## src/rtl/instr_fetch_unit.sv

```systemverilog
// -----------------------------------------------------------------------------
// instr_fetch_unit
//
// IF-stage fetch engine. Owns the architectural PC, fetches 32-bit instructions
// from a variable-latency instruction memory and presents them to the IF/ID
// pipeline register. Honours hazard stalls (pc_write=0), branch redirects
// (branch_taken) and raises sticky errors on memory timeout or a misaligned
// redirect target.
//
// Ports:
//   clk            system clock, all state updates on posedge
//   reset          asynchronous, active-low reset
//   pc_write       1 = IF/ID may accept the presented instruction
//   branch_taken   one-cycle redirect pulse (also drives flush_out)
//   branch_target  redirect address, sampled when branch_taken=1
//   imem_req       request to instruction memory (level)
//   imem_addr      address of the outstanding request
//   imem_ack       one-cycle completion strobe, imem_rdata valid with it
//   imem_rdata     fetched instruction word
//   pc_out         PC of the presented instruction
//   instruction    presented instruction, 0 when fetch_valid=0
//   fetch_valid    instruction/pc_out hold a valid fetched instruction
//   flush_out      IF/ID flush, combinational copy of branch_taken
//   imem_err       sticky: a request timed out
//   misalign_err   sticky: a redirect target was not 4-byte aligned
//   dbg_state      current FSM state, for observation only
//
// Memory handshake: imem_req is raised with imem_addr and both stay constant
// until the cycle in which imem_ack=1 (inclusive); that cycle completes the
// transfer and imem_rdata is taken on its closing edge. A request is never
// withdrawn early; the only way out without an ack is the timeout.
// -----------------------------------------------------------------------------
module instr_fetch_unit #(
    parameter logic [63:0] RESET_PC = 64'h0,
    parameter int unsigned TIMEOUT  = 15
) (
    input  logic        clk,
    input  logic        reset,
    input  logic        pc_write,
    input  logic        branch_taken,
    input  logic [63:0] branch_target,
    output logic        imem_req,
    output logic [63:0] imem_addr,
    input  logic        imem_ack,
    input  logic [31:0] imem_rdata,
    output logic [63:0] pc_out,
    output logic [31:0] instruction,
    output logic        fetch_valid,
    output logic        flush_out,
    output logic        imem_err,
    output logic        misalign_err,
    output logic [2:0]  dbg_state
);

    localparam int            CW       = $clog2(TIMEOUT + 1);
    localparam logic [CW-1:0] TMO_LAST = CW'(TIMEOUT - 1);

    // S_IDLE only exists for the single cycle after reset release so that
    // imem_req stays low while reset is asserted.
    typedef enum logic [2:0] {
        S_IDLE  = 3'd0,
        S_REQ   = 3'd1,
        S_VALID = 3'd2,
        S_DRAIN = 3'd3,
        S_HANG  = 3'd4
    } state_t;

    state_t        state, state_nxt;
    logic [63:0]   pc, pc_nxt;
    logic [63:0]   req_addr;
    logic [CW-1:0] tmo_cnt;

    logic load_req;      // a fresh request starts next cycle at pc_nxt
    logic accept;        // capture imem_rdata into the IF/ID outputs
    logic clear_fetch;   // drop fetch_valid/instruction
    logic clear_pc_out;  // drop pc_out as well (redirect)
    logic redirect;      // branch_taken that is actually honoured
    logic timeout_hit;   // this cycle is the last one allowed without ack

    assign imem_req    = (state == S_REQ) || (state == S_DRAIN);
    assign imem_addr   = req_addr;
    assign flush_out   = branch_taken;
    assign dbg_state   = state;
    assign redirect    = branch_taken && (state != S_HANG);
    assign timeout_hit = imem_req && !imem_ack && (tmo_cnt == TMO_LAST);

    // -------------------------------------------------------------------------
    // Next-state and control
    // -------------------------------------------------------------------------
    always_comb begin
        state_nxt    = state;
        pc_nxt       = pc;
        load_req     = 1'b0;
        accept       = 1'b0;
        clear_fetch  = 1'b0;
        clear_pc_out = 1'b0;

        case (state)
            S_IDLE: begin
                state_nxt = S_REQ;
                load_req  = 1'b1;
            end
            S_REQ: begin
                if (imem_ack) begin
                    if (branch_taken) begin
                        // Data belongs to the wrong path: drop it and refetch.
                        state_nxt = S_REQ;
                        load_req  = 1'b1;
                    end else begin
                        accept    = 1'b1;
                        state_nxt = S_VALID;
                    end
                end else if (branch_taken) begin
                    // Request cannot be withdrawn; wait for its ack and discard.
                    state_nxt = S_DRAIN;
                end
            end
            S_VALID: begin
                if (branch_taken) begin
                    state_nxt = S_REQ;
                    load_req  = 1'b1;
                end else if (pc_write) begin
                    pc_nxt      = pc + 64'd4;
                    clear_fetch = 1'b1;
                    state_nxt   = S_REQ;
                    load_req    = 1'b1;
                end
            end
            S_DRAIN: begin
                // A redirect arriving together with the stale ack simply
                // retargets the fresh request; there is nothing left to drain.
                if (imem_ack) begin
                    state_nxt = S_REQ;
                    load_req  = 1'b1;
                end
            end
            S_HANG: begin
                state_nxt = S_HANG;
            end
            default: begin
                state_nxt = S_IDLE;
            end
        endcase

        // Redirect overrides the PC in every live state.
        if (redirect) begin
            pc_nxt       = {branch_target[63:2], 2'b00};
            clear_fetch  = 1'b1;
            clear_pc_out = 1'b1;
        end

        // A dead memory ends everything, even a redirect in the same cycle.
        if (timeout_hit) begin
            state_nxt = S_HANG;
            load_req  = 1'b0;
        end
    end

    // -------------------------------------------------------------------------
    // State, PC and request address
    // -------------------------------------------------------------------------
    always_ff @(posedge clk or negedge reset) begin
        if (!reset) begin
            state    <= S_IDLE;
            pc       <= RESET_PC;
            req_addr <= 64'h0;
        end else begin
            state <= state_nxt;
            pc    <= pc_nxt;
            if (load_req) begin
                req_addr <= pc_nxt;
            end
        end
    end

    // Counts consecutive unacknowledged request cycles (REQ and DRAIN alike).
    always_ff @(posedge clk or negedge reset) begin
        if (!reset) begin
            tmo_cnt <= '0;
        end else if (timeout_hit || !imem_req || imem_ack) begin
            tmo_cnt <= '0;
        end else begin
            tmo_cnt <= tmo_cnt + 1'b1;
        end
    end

    // -------------------------------------------------------------------------
    // IF/ID-facing outputs and sticky errors
    // -------------------------------------------------------------------------
    always_ff @(posedge clk or negedge reset) begin
        if (!reset) begin
            pc_out       <= 64'h0;
            instruction  <= 32'h0;
            fetch_valid  <= 1'b0;
            imem_err     <= 1'b0;
            misalign_err <= 1'b0;
        end else begin
            if (accept) begin
                instruction <= imem_rdata;
                pc_out      <= req_addr;
                fetch_valid <= 1'b1;
            end
            if (clear_fetch) begin
                instruction <= 32'h0;
                fetch_valid <= 1'b0;
            end
            if (clear_pc_out) begin
                pc_out <= 64'h0;
            end
            if (redirect && (branch_target[1:0] != 2'b00)) begin
                misalign_err <= 1'b1;
            end
            if (timeout_hit) begin
                imem_err <= 1'b1;
            end
        end
    end

endmodule

```

## config.mk

```make
export PLATFORM = sky130hd
export DESIGN_NAME = instr_fetch_unit
export DESIGN_NICKNAME = d
export VERILOG_FILES = /design/src/rtl/instr_fetch_unit.sv
export SDC_FILE = /design/constraint.sdc
export NUM_CORES = 1
export LEC_CHECK = 0
export ABC_CLOCK_PERIOD_IN_PS = 2700
export CORE_MARGIN = 2
export CORE_UTILIZATION = 45
export CTS_CLUSTER_DIAMETER = 150
export CTS_CLUSTER_SIZE = 25
export DETAILED_ROUTE_END_ITERATION = 8
export DONT_BUFFER_PORTS = 1
export GPL_TIMING_DRIVEN = 1
export PLACE_DENSITY = 0.68
export SLEW_MARGIN = 0
export SYNTH_ARGS = -nofsm -noshare
export SYNTH_HDL_FRONTEND = slang
export SYNTH_SLANG_ARGS = --single-unit
```

## constraint.sdc

```tcl
create_clock -name clk -period 2.7 [get_ports clk]
set_input_delay 0.27 -clock clk [delete_from_list [all_inputs] [get_ports clk]]
set_output_delay 0.27 -clock clk [all_outputs]
set_load 0.005 [all_outputs]
```

Word level (Yosys, flattened, before mapping):

Index checks and enable logic that the tools add are counted.

* register bits: 234
* bits of input ports: 101
* output and inout bits: 168
* logic and storage cells: 67

* add/subtract/negate cells: 2
* eq/ne operators: 9
* muxes and demuxes: 33
* reduce and logical (&&, ||, !) cells: 14

Operator list (number)
* 2-to-1 mux 64 bit: 6
* adder 64 x 3 -> 64 bit, second input constant: 1
* 2-to-1 mux 32 bit: 2
* 2-to-1 mux 3 bit: 6
* 2-to-1 mux 1 bit: 15
* one-hot mux 3 bit (5 select lines): 1
* != test 4 bit, second input constant: 2
* == test 3 x 2 -> 1 bit, second input constant: 2
* != test 3 bit, second input constant: 2
* nonzero test 2 bit: 3
* adder 4 x 1 -> 4 bit, second input constant: 1
* == test 4 bit, second input constant: 1
* logical AND 1 bit: 4
* 2-to-1 mux 4 bit: 1
* one-hot mux 1 bit (4 select lines): 1
* == test 3 x 1 -> 1 bit, second input constant: 1
* == test 3 bit, second input constant: 1
* logical NOT 3 bit: 1
* logical OR 1 bit: 3
* AND reduction 3 bit: 1
* logical NOT 1 bit: 2
* 2-to-1 mux 2 bit: 1

Logic depth before layout (Yosys ltp):

* depth after elaboration: 7
* depth in mapped cells: 8
* gate-level depth less buffers: 7

Worst setup path after synthesis:

No wires, ideal clock.

* kind: reg2reg
* from: reg pc[9]
* to: reg req_addr[62], in the netlist imem_addr[62]
* arrival: 2.284 ns
* data required time: 2.561 ns
* slack: 0.277 ns
* stages on the path, launching flop included: 9
* buffers on the path: 2
* clock period less this slack: 2.423 ns
* path through: dfrtp_1 buf_4 nand4_2 or3_1 buf_6 nor4_4 or4b_1 xor2_1 o221ai_2

* longest elaborated chain between the ends: 5

Ends and longest elaborated chain
* start: declaration: line 69 `logic [63:0] pc, pc_nxt;`
* start signal: assignment: line 169 `pc <= pc_nxt;`
* adder 64 x 3 -> 64 bit: line 123 `pc_nxt = pc + 64'd4;`
* 2-to-1 mux 64 bit: line 122 `end else if (pc_write) begin`
* 2-to-1 mux 64 bit: line 119 `if (branch_taken) begin`
* 2-to-1 mux 64 bit: line 98 `case (state)`
* 2-to-1 mux 64 bit: line 146 `if (redirect) begin`
* end signal: assignment: line 171 `req_addr <= pc_nxt;`
* end: declaration: line 70 `logic [63:0] req_addr;`

No other way between the ends.
A chain may end at the register's enable or synchronous reset.

Final worst setup path:

* from: reg pc[17]
* to: reg req_addr[57], in the netlist imem_addr[57]

* longest elaborated chain between the ends: 5

Ends and longest elaborated chain (line)
* adder 64 x 3 -> 64 bit: 123
* 2-to-1 mux 64 bit: 122
* 2-to-1 mux 64 bit: 119
* 2-to-1 mux 64 bit: 98
* 2-to-1 mux 64 bit: 146
* via pc_nxt[57]: 69

The timed path passes the listed nets, and every way through them passes these cells.

==> results.json <==
{
  "rr_worst_depth": 6,
  "clockRootBuffer": "clkbuf_16",
  "grt.overflow.total": 0,
  "grt.total_usage_pct": 22.7,
  "p_int_uw": 5370,
  "cts_buffer_depth": 3,
  "wl_per_cell_um": 21.2,
  "syn-num-nets": 1022,
  "hold_class": "input port to async pin",
  "syn-instance-count": 918,
  "htreeDepth": 1,
  "vdd_drop_max_uv": 417,
  "syn2layout_area_growth_pct": 17.1,
  "slew_headroom_pct": 64.4,
  "switching_share_pct": 28.5,
  "die-area_um2": 23800,
  "core_area_um2": 22000,
  "via_per_inst": 5.91,
  "route.detailed.drc": 0,
  "crit_path_end_kind": "register",
  "final_hold_viol_count": 234,
  "nets": 1107,
  "synthArstFlopShare_pct": 100,
  "synthTopCellsByCount": "dfrtp_1, nand2_1, a22o_1",
  "die_height_um": 154,
  "die-width_um": 154,
  "wirelength_um": 27300,
  "setup_violations": 0,
  "max_freq_mhz": 392,
  "drtPass1Iterations": 5,
  "timing.setup.tns_ps": 0,
  "synth_top_area_share_pct": 57.7,
  "synth-edff-count": 0,
  "drt_iter0_drc": 546,
  "insertion_delay_ps": 480,
  "syn_area_per_cell_um2": 11.1,
  "worstPathArrival_ps": 2930,
  "maxSlewViolCount": 0,
  "yosysMostFrequentCell": "dfrtp_1",
  "period_needed_ps": 2550,
  "ys_warn_count": 0,
  "period_share_pct": 94.6,
  "grt_setup_unrepaired": "false",
  "grt_pass1_vias": 7799,
  "violations": "negative hold slack",
  "tightestPinTransition_ps": 533,
  "path_clk_slew_ps": 100,
  "yosysSeqAreaShare_pct": 57.7,
  "synth_seq_cells": 234,
  "synthFlopType": "dfrtp_1",
  "gp_congestion": 0.921,
  "worst-path-max-fanout": 6,
  "yosysTopAreaCell": "dfrtp_1",
  "dpl.hpwl_um": 18400,
  "ant_nets": 0,
  "placement_rows": 54,
  "crit_type": "register to register",
  "p_sw_uw": 2140,
  "p_clk_share_pct": 26.7,
  "antenna_found_initial": 1,
  "drive_gt1_share_pct": 9.68,
  "cts_buffers": 13,
  "holdWs_ps": -513,
  "finClkSkew_ps": 29.9,
  "p_leak_uw": 0.00504,
  "power-per-cell-area_nw_per_um2": 631,
  "synthTopCellsByArea": "dfrtp_1, a22o_1, nand2_1",
  "required_ps": 3070,
  "syn_area_um2": 10100,
  "ys_types": 52,
  "initial_utilization_pct": 46.2,
  "cts_tree": "yes",
  "grt_pass1_wl_um": 43500,
  "seqPwrFrac_pct": 59.4,
  "io_buffers": 0,
  "combPwrFrac_pct": 13.9,
  "cts_hold_buf": 97,
  "cap_violations": 0,
  "cts_sinks": 234,
  "vias": 7583,
  "grt_max_degree": 235,
  "startpoint_type": "register",
  "pin_count": 269,
  "status": "finished with violations"
}
==> routing by layer <==
| layer | part of all wire (%) | global-route usage [%] | vias up | wire (um) |
|---|---|---|---|---|
| met4 | 2.3 | 5.47 | 0 | 637 |
| li1 | - | - | 3487 | - |
| met5 | 0 | 0 | - | 0 |
| met2 | 46 | 36.5 | 275 | 12600 |
| met1 | 44 | 30.9 | 3789 | 12000 |
| met3 | 7.7 | 5.81 | 32 | 2090 |
==> final cells by class <==
| type | count | area [um^2] |
|---|---|---|
| clock inverter | 1 | 16.3 |
| inverter | 8 | 30.0 |
| fill | 1885 | 10100 |
| antenna | 1 | 2.50 |
| tap | 280 | 350 |
| multi-input combinational | 618 | 4070 |
| sequential | 234 | 5860 |
| clock buffer | 13 | 325 |
| timing repair buffer | 128 | 1240 |
==> power groups by stage <==
stage	Sequential (uW)	Clock (uW)	Combinational, uW
2_1_floorplan	4350	0	723
3_3_place_gp	4520	0	886
3_5_place_dp	4520	0	914
4_1_cts	4460	2070	1050
5_1_grt	4520	2180	1160
6_report	4460	2000	1040
==> worst paths after layout <==
kind                                    to  slack, ps         startpoint
setup / recovery             imem_addr[57]        150             pc[17]
hold / removal                  pc_out[12]       -510              reset
setup reg to reg             imem_addr[57]        150             pc[17]
hold reg to reg                 tmo_cnt[0]        490         tmo_cnt[0]
max in group asynchronous  instruction[11]       2800              reset
min in group clk             imem_addr[62]         20  branch_target[62]
==> what timing repair did <==
action / in CTS / in global routing
endpoints found under the hold margin: 356 / 234
gates resized for setup: 0 / 0
setup buffers: 0 / 0
==> registers in the layout (all words and copies together), names as in the netlist <==
name          cells
dbg_state         3
fetch_valid       1
imem_addr        64
imem_err          1
instruction      32
misalign_err      1
pc               64
pc_out           64
tmo_cnt           4
==> layout by cell type (no fill, tap or decap), drive strengths merged, types with 2 or more instances in the layout <==
cell type / Yosys / layout
ha: 3 / 3
or3: 6 / 6
and3: 12 / 12
o221ai: 30 / 30
a31oi: 7 / 7
a22o: 96 / 96
nor3: 22 / 22
dlygate4sd3: 0 / 97
nand3: 30 / 30
dfrtp: 234 / 234
o21ai: 21 / 21
nor4b: 2 / 2
nand2: 111 / 111
nor2: 76 / 76
clkbuf: 53 / 13
inv: 8 / 9
or2: 4 / 4
xnor2: 33 / 33
o21a: 2 / 2
or4: 5 / 5
and2: 8 / 8
a21oi: 35 / 35
mux2: 30 / 30
buf: 5 / 31
nor2b: 2 / 2
nor4: 17 / 17
o31ai: 5 / 5
and4: 5 / 5
xor2: 23 / 23
nand4: 22 / 22
==> critical path, cell delays in order (launching register included) <==
cell	delay [ps]
dfrtp_1	440
nand4_2	200
or4_1	570
or4_4	490
o41ai_2	310
a31oi_1	150
mux2_2	290
==> cell families (layout without fill, tap and decap cells) <==
group | after synthesis | after routing | synth area share [%]
xor gates and xnor gates | 56 | 56 | 4.83
adders and majority gates | 3 | 3 | 0.370
other | 0 | 1 | 0
AOI/OAI and AO/OA | 200 | 200 | 15.1
buffers and inverters | 66 | 150 | 2.60
muxes | 30 | 30 | 3.33
and+or+nand+nor | 329 | 329 | 16.1
DFF | 234 | 234 | 57.7
==> stage by stage <==
| step | setup WS, ps | instances | cell area (um^2) | util (%) | power, uW |
|---|---|---|---|---|---|
| after floorplan | 277 | 918 | 10100 | - | 5070 |
| after global placement | 268 | 1171 | 10600 | 48.1 | 5400 |
| after detailed placement | 142 | 1171 | 10600 | 48.1 | 5430 |
| after CTS | 128 | 1282 | 11900 | 54.1 | 7570 |
| after global routing | 26.7 | 1283 | 11900 | 54.1 | 7870 |
| final | 146 | 1283 | 11900 | 54.1 | 7510 |
No activity file was read; power rests on OpenSTA's default activity.
